## config.mk

```make
export PLATFORM = sky130hd
export DESIGN_NAME = vga_text_cursor_ctrl
export DESIGN_NICKNAME = d
export VERILOG_FILES = /design/src/rtl/vga_text_cursor_ctrl.sv
export SDC_FILE = /design/constraint.sdc
export NUM_CORES = 1
export LEC_CHECK = 0
export ABC_AREA = 1
export CAP_MARGIN = 20
export CORE_MARGIN = 2
export CORE_UTILIZATION = 58
export DETAILED_ROUTE_END_ITERATION = 7
export PLACE_DENSITY = 0.8
export SYNTH_ARGS = -nofsm -noshare
export SYNTH_HDL_FRONTEND = slang
export SYNTH_SLANG_ARGS = --single-unit
```

## constraint.sdc

```tcl
create_clock -name CLK -period 3.3 [get_ports CLK]
set_input_delay 0.495 -clock CLK [delete_from_list [all_inputs] [get_ports CLK]]
set_output_delay 0.495 -clock CLK [all_outputs]
set_load 0.02 [all_outputs]
```

## src/rtl/vga_text_cursor_ctrl.sv

```systemverilog
// VGA text-mode write sequencer: input register, command FIFO, cursor tracking, char-RAM writes.
// Define VGA_ROW_CLEAR_EN to blank every newly entered row (CLEAR state).
module vga_text_cursor_ctrl #(
   parameter int COLS       = 80,
   parameter int ROWS       = 30,
   parameter int ADDR_W     = 12,
   parameter int FIFO_DEPTH = 4
) (
   input  logic              CLK,
   input  logic              RST_N,
   input  logic [1:0]        COMMAND,
   input  logic [7:0]        ASCII_IN,
   input  logic [7:0]        COLOR_IN,
   input  logic              RAM_RD_BUSY,
   output logic              RAM_WE,
   output logic [ADDR_W-1:0] RAM_ADDR,
   output logic [15:0]       RAM_WDATA,
   output logic [4:0]        CUR_ROW,
   output logic [6:0]        CUR_COL,
   output logic              BUSY,
   output logic              OVERFLOW
);
   localparam int          PW       = $clog2(FIFO_DEPTH);
   localparam logic [6:0]  LAST_COL = 7'(COLS - 1);
   localparam logic [4:0]  LAST_ROW = 5'(ROWS - 1);
   localparam logic [15:0] BLANK    = 16'hFF20;

`ifdef VGA_ROW_CLEAR_EN
   typedef enum logic [1:0] { S_IDLE, S_EXEC, S_CLEAR } state_t;
`else
   typedef enum logic [1:0] { S_IDLE, S_EXEC } state_t;
`endif

   state_t            state_q;
   logic              in_vld_q;
   logic [17:0]       in_q;
   logic [17:0]       mem_q [FIFO_DEPTH];
   logic [PW:0]       wr_ptr_q, rd_ptr_q;
   logic              fifo_empty, fifo_full, pop, push;
   logic              ovf_q;
   logic [17:0]       hold_q;
   logic [1:0]        h_cmd;
   logic [4:0]        row_q, row_nxt;
   logic [6:0]        col_q;
   logic              we_q;
   logic [ADDR_W-1:0] addr_q;
   logic [15:0]       wdata_q;
`ifdef VGA_ROW_CLEAR_EN
   logic [6:0]        clr_col_q;
   logic              row_adv;
`endif

   function automatic logic [ADDR_W-1:0] addr_of(input logic [4:0] r, input logic [6:0] c);
      return ADDR_W'(r) * ADDR_W'(COLS) + ADDR_W'(c);
   endfunction

   // Input register stage so a command reaches the FIFO one edge after it is presented.
   always_ff @(posedge CLK or negedge RST_N) begin
      if (!RST_N) begin
         in_vld_q <= 1'b0;
         in_q     <= '0;
      end else begin
         in_vld_q <= (COMMAND != 2'b11);
         in_q     <= {COMMAND, COLOR_IN, ASCII_IN};
      end
   end

   assign fifo_empty = (wr_ptr_q == rd_ptr_q);
   assign fifo_full  = (wr_ptr_q[PW] != rd_ptr_q[PW]) && (wr_ptr_q[PW-1:0] == rd_ptr_q[PW-1:0]);
   assign pop        = (state_q == S_IDLE) && !fifo_empty;
   assign push       = in_vld_q && (!fifo_full || pop);

   always_ff @(posedge CLK) begin
      if (push) mem_q[wr_ptr_q[PW-1:0]] <= in_q;
   end

   always_ff @(posedge CLK or negedge RST_N) begin
      if (!RST_N) begin
         wr_ptr_q <= '0;
         rd_ptr_q <= '0;
         ovf_q    <= 1'b0;
      end else begin
         if (push) wr_ptr_q <= wr_ptr_q + 1'b1;
         if (pop)  rd_ptr_q <= rd_ptr_q + 1'b1;
         ovf_q <= in_vld_q && fifo_full && !pop;
      end
   end

   assign h_cmd   = hold_q[17:16];
   assign row_nxt = (row_q == LAST_ROW) ? 5'd0 : row_q + 5'd1;
`ifdef VGA_ROW_CLEAR_EN
   assign row_adv = (h_cmd == 2'b10) || (h_cmd == 2'b00 && col_q == LAST_COL);
`endif

   always_ff @(posedge CLK or negedge RST_N) begin
      if (!RST_N) begin
         state_q <= S_IDLE;
         hold_q  <= '0;
         row_q   <= '0;
         col_q   <= '0;
         we_q    <= 1'b0;
         addr_q  <= '0;
         wdata_q <= '0;
`ifdef VGA_ROW_CLEAR_EN
         clr_col_q <= '0;
`endif
      end else begin
         we_q <= 1'b0;
         case (state_q)
            S_IDLE: if (!fifo_empty) begin
               hold_q  <= mem_q[rd_ptr_q[PW-1:0]];
               state_q <= S_EXEC;
            end
            S_EXEC: if (!RAM_RD_BUSY) begin
               state_q <= S_IDLE;
               case (h_cmd)
                  2'b00: begin
                     we_q    <= 1'b1;
                     addr_q  <= addr_of(row_q, col_q);
                     wdata_q <= hold_q[15:0];
                     if (col_q == LAST_COL) begin
                        col_q <= '0;
                        row_q <= row_nxt;
                     end else begin
                        col_q <= col_q + 7'd1;
                     end
                  end
                  2'b01: begin
                     // Backspace: step back (wrapping to previous row), then blank that cell.
                     if (col_q != 7'd0) begin
                        col_q   <= col_q - 7'd1;
                        we_q    <= 1'b1;
                        addr_q  <= addr_of(row_q, col_q - 7'd1);
                        wdata_q <= BLANK;
                     end else if (row_q != 5'd0) begin
                        row_q   <= row_q - 5'd1;
                        col_q   <= LAST_COL;
                        we_q    <= 1'b1;
                        addr_q  <= addr_of(row_q - 5'd1, LAST_COL);
                        wdata_q <= BLANK;
                     end
                  end
                  2'b10: begin
                     col_q <= '0;
                     row_q <= row_nxt;
                  end
                  default: ;
               endcase
`ifdef VGA_ROW_CLEAR_EN
               if (row_adv) begin
                  state_q   <= S_CLEAR;
                  clr_col_q <= '0;
               end
`endif
            end
`ifdef VGA_ROW_CLEAR_EN
            S_CLEAR: if (!RAM_RD_BUSY) begin
               we_q    <= 1'b1;
               addr_q  <= addr_of(row_q, clr_col_q);
               wdata_q <= BLANK;
               if (clr_col_q == LAST_COL) state_q <= S_IDLE;
               else clr_col_q <= clr_col_q + 7'd1;
            end
`endif
            default: state_q <= S_IDLE;
         endcase
      end
   end

   assign RAM_WE    = we_q;
   assign RAM_ADDR  = addr_q;
   assign RAM_WDATA = wdata_q;
   assign CUR_ROW   = row_q;
   assign CUR_COL   = col_q;
   assign BUSY      = !fifo_empty || (state_q != S_IDLE);
   assign OVERFLOW  = ovf_q;

endmodule

```

==> results.cfg, run 1 <==
[cts]
cts-root-buf = clkbuf_16
cts_resized = 0
cts_tree = yes
h-tree-depth = 4
insertion_delay_ps = 420
path_clk_slew_ps = 70
post_cts_buffers = 0
cts_buffers = 17
clockBufferDepth = 2
clock-sinks = 158
hold_buffers = 0

[place]
numPortBuffers = 63
hpwlAfterDp_mm = 10.5
place_congestion = 0.884
dp_cells = 917

[die]
start_util_pct = 58.7
die_height_um = 117
coreArea_mm2 = 0.0125
dieArea_mm2 = 0.0136
die_w_um = 117
io_pins = 64
rows = 41

[global_routing]
grt_pass1_wl_mm = 25.8
track_usage_pct = 25.2
grt_max_degree = 65
antenna_found_initial = 0
overflow = 0
grt_pass1_vias = 5223

[synthesis]
synth_async_sr_flop_share_pct = 54.4
ys.warnings.count = 0
synth_nets = 753
synth_ff_type = dfrtp_1
synth_area_leaders = edfxtp_1 29%, dfrtp_1 29%, ha_1 5.6%, nor2_1 5.1%, nand2_1 4.7%
synthesis.area_mm2 = 0.00735
yosysSeqAreaShare_pct = 58.7
syn_inst = 695
synth_top_cell_by_area = edfxtp_1
synth_edf_count = 72
ys_ff_latch = 158
yosys.area.top_type_share_pct = 29.4
syn_avg_cell_area_um2 = 10.6
synth_cell_types = 36

[power]
power_density_mw_per_mm2 = 1170
vdd_ir_drop_max_uv = 550
p_leak_nw = 3.71

[sta]
fmax_ghz = 0.338
tns_ps = 0
final.setup_skew_ps = 5.89
slew_headroom_pct = 43.6
setup-violations-final = 0
maxSlewViolCount = 0
worstMarginPinSlew_ps = 846
hold_viol_final = 0
rsz0062_at_grt = no
period_needed_ps = 2960
min_period_over_period_pct = 89.7

[status]
status = completed

[detailed_routing]
via_per_inst = 5.54
drcViolationCount = 0
dr.pass1.iters = 5
ant_nets = 0
drt_iter0_drc = 430
routedWlPerCell_um = 17.0
via_count = 5253
totalWireLength_mm = 16.1

[cells_and_area]
syn_to_final_growth_pct = 18.3
antennaDiodeCount = 0
fin_nets = 822
final_util_pct = 69.5
multi_input_area_mm2 = 0.00265
drive_above_1_share_pct = 11.1
num-fill-cells = 941
seq_area_mm2 = 0.00431
final-instance-count-excl-fill = 949

[critical_path]
worstPathArrival_ps = 3310
cp.required_ps = 3650
end_kind = flip-flop
critPathKind = flip-flop to flip-flop
cp-start-kind = flip-flop
crit_fanout = 8

[hold_path]
hp-class = input pin to asynchronous set/reset pin

[flow_run]
cap_violations = 0
-- metal layers --
layer	part of all wire [%]	vias to the layer above	track usage (%)	wire length, µm
met3	5.8	39	6.02	931
li1	-	2504	-	-
met2	51	184	41.7	8180
met4	2.4	0	12.4	386
met5	0	-	0	0
met1	41	2526	31.3	6640
-- state kept, by name, summed over array words and instances, names as in the netlist --
signal	count
mem_q	72
in_q	18
hold_q	18
RAM_ADDR	12
OVERFLOW	1
wr_ptr_q	3
RAM_WE	1
state_q	1
CUR_ROW	5
in_vld_q	1
RAM_WDATA	16
CUR_COL	7
rd_ptr_q	3
-- placed cells by master, fill, tap and decap left out, types with 5 or more instances in the layout --
cell type,count
nor2_1,99
nand2_1,92
dfrtp_1,86
edfxtp_1,72
o21ai_0,63
clkdlybuf4s50_1,62
inv_1,54
nand3_1,34
a21oi_1,33
ha_1,33
o22ai_1,20
clkbuf_16,17
xor2_1,13
mux2_2,13
buf_4,13
a31oi_1,8
a22o_1,7
inv_2,6
nor2_4,5
or2_2,5
-- worst max-delay path, cell delays in order, from the launching register on --
cell and delay [ps]:
dfrtp_1 520, inv_1 210, nand3_1 150, xor2_1 270, ha_1 280, ha_1 210
inv_1 80, fa_1 400, inv_1 90, nand3_1 90, nor2_1 160, nand3_1 100
nand2_1 70, nand2_1 40, nand2_1 60, nand2_1 50, a21oi_1 120
-- area by class of cell --
| class | instances | share of cell area [%] |
|---|---|---|
| sequential | 158 | 49.6 |
| clock buffer | 18 | 5.05 |
| tap | 172 | 2.48 |
| timing repair buffer | 75 | 8.26 |
| clock inverter | 14 | 1.51 |
| multi-input combinational | 452 | 30.5 |
| inverter | 60 | 2.59 |
-- metrics by stage --
stage / cell area [µm²] / hold WS (ps) / setup WS [ps] / power [mW]
after floorplan: 7350 / 199 / 501 / 6.77
after global placement: 8120 / 461 / 448 / 8.10
after detailed placement: 8120 / 471 / 360 / 8.26
after CTS: 8690 / 191 / 344 / 10.2
after global routing: 8690 / 234 / 55.6 / 11.0
final: 8690 / 169 / 341 / 10.2
-- where the power goes --
group | internal (mW) | switching [mW] | leakage [nW]
registers | 2.80 | 0.410 | 1.68
clock network | 1.01 | 0.841 | 0.269
logic | 1.96 | 3.19 | 1.76
total | 5.76 | 4.44 | 3.71
-- cells by family after synthesis --
family	after synthesis	share of synthesized area, %
simple gates	246	14.6
fa+ha+maj	37	6.71
buf+inv	85	5.21
mux	13	1.99
flops	158	58.7
xor+xnor	17	2.13
compound gates	139	10.6
-- cells in the mapped netlist (all sizes together), types with 14 or more instances --
cell type  count
nand3         37
inv           60
nand2         96
buf           14
nor2         106
ha            33
o21ai         65
dfrtp         86
o22ai         20
edfxtp        72
a21oi         35
-- worst paths after layout --
kind                                    startpoint                        to  slack [ps]  cells past startpoint
min in group CLK           RAM_ADDR[8]$_DFFE_PN0P_   RAM_ADDR[8]$_DFFE_PN0P_         490                      2
hold reg to reg            RAM_ADDR[8]$_DFFE_PN0P_   RAM_ADDR[8]$_DFFE_PN0P_         490                      2
setup / recovery            CUR_ROW[1]$_DFFE_PN0P_  RAM_ADDR[11]$_DFFE_PN0P_         340                     16
hold / removal                               RST_N   RAM_ADDR[3]$_DFFE_PN0P_         170                      1
max in group asynchronous                    RST_N        in_q[15]$_DFF_PN0_        2410                      2
setup reg to reg            CUR_ROW[1]$_DFFE_PN0P_  RAM_ADDR[11]$_DFFE_PN0P_         340                     16
(Power assumes the default switching activity.)
==> run 2: changes to the inputs <==
- CAP_MARGIN: 20 -> 15
==> results of run 2 <==
Final layout, timing and power as in run 1 (identical DEF).
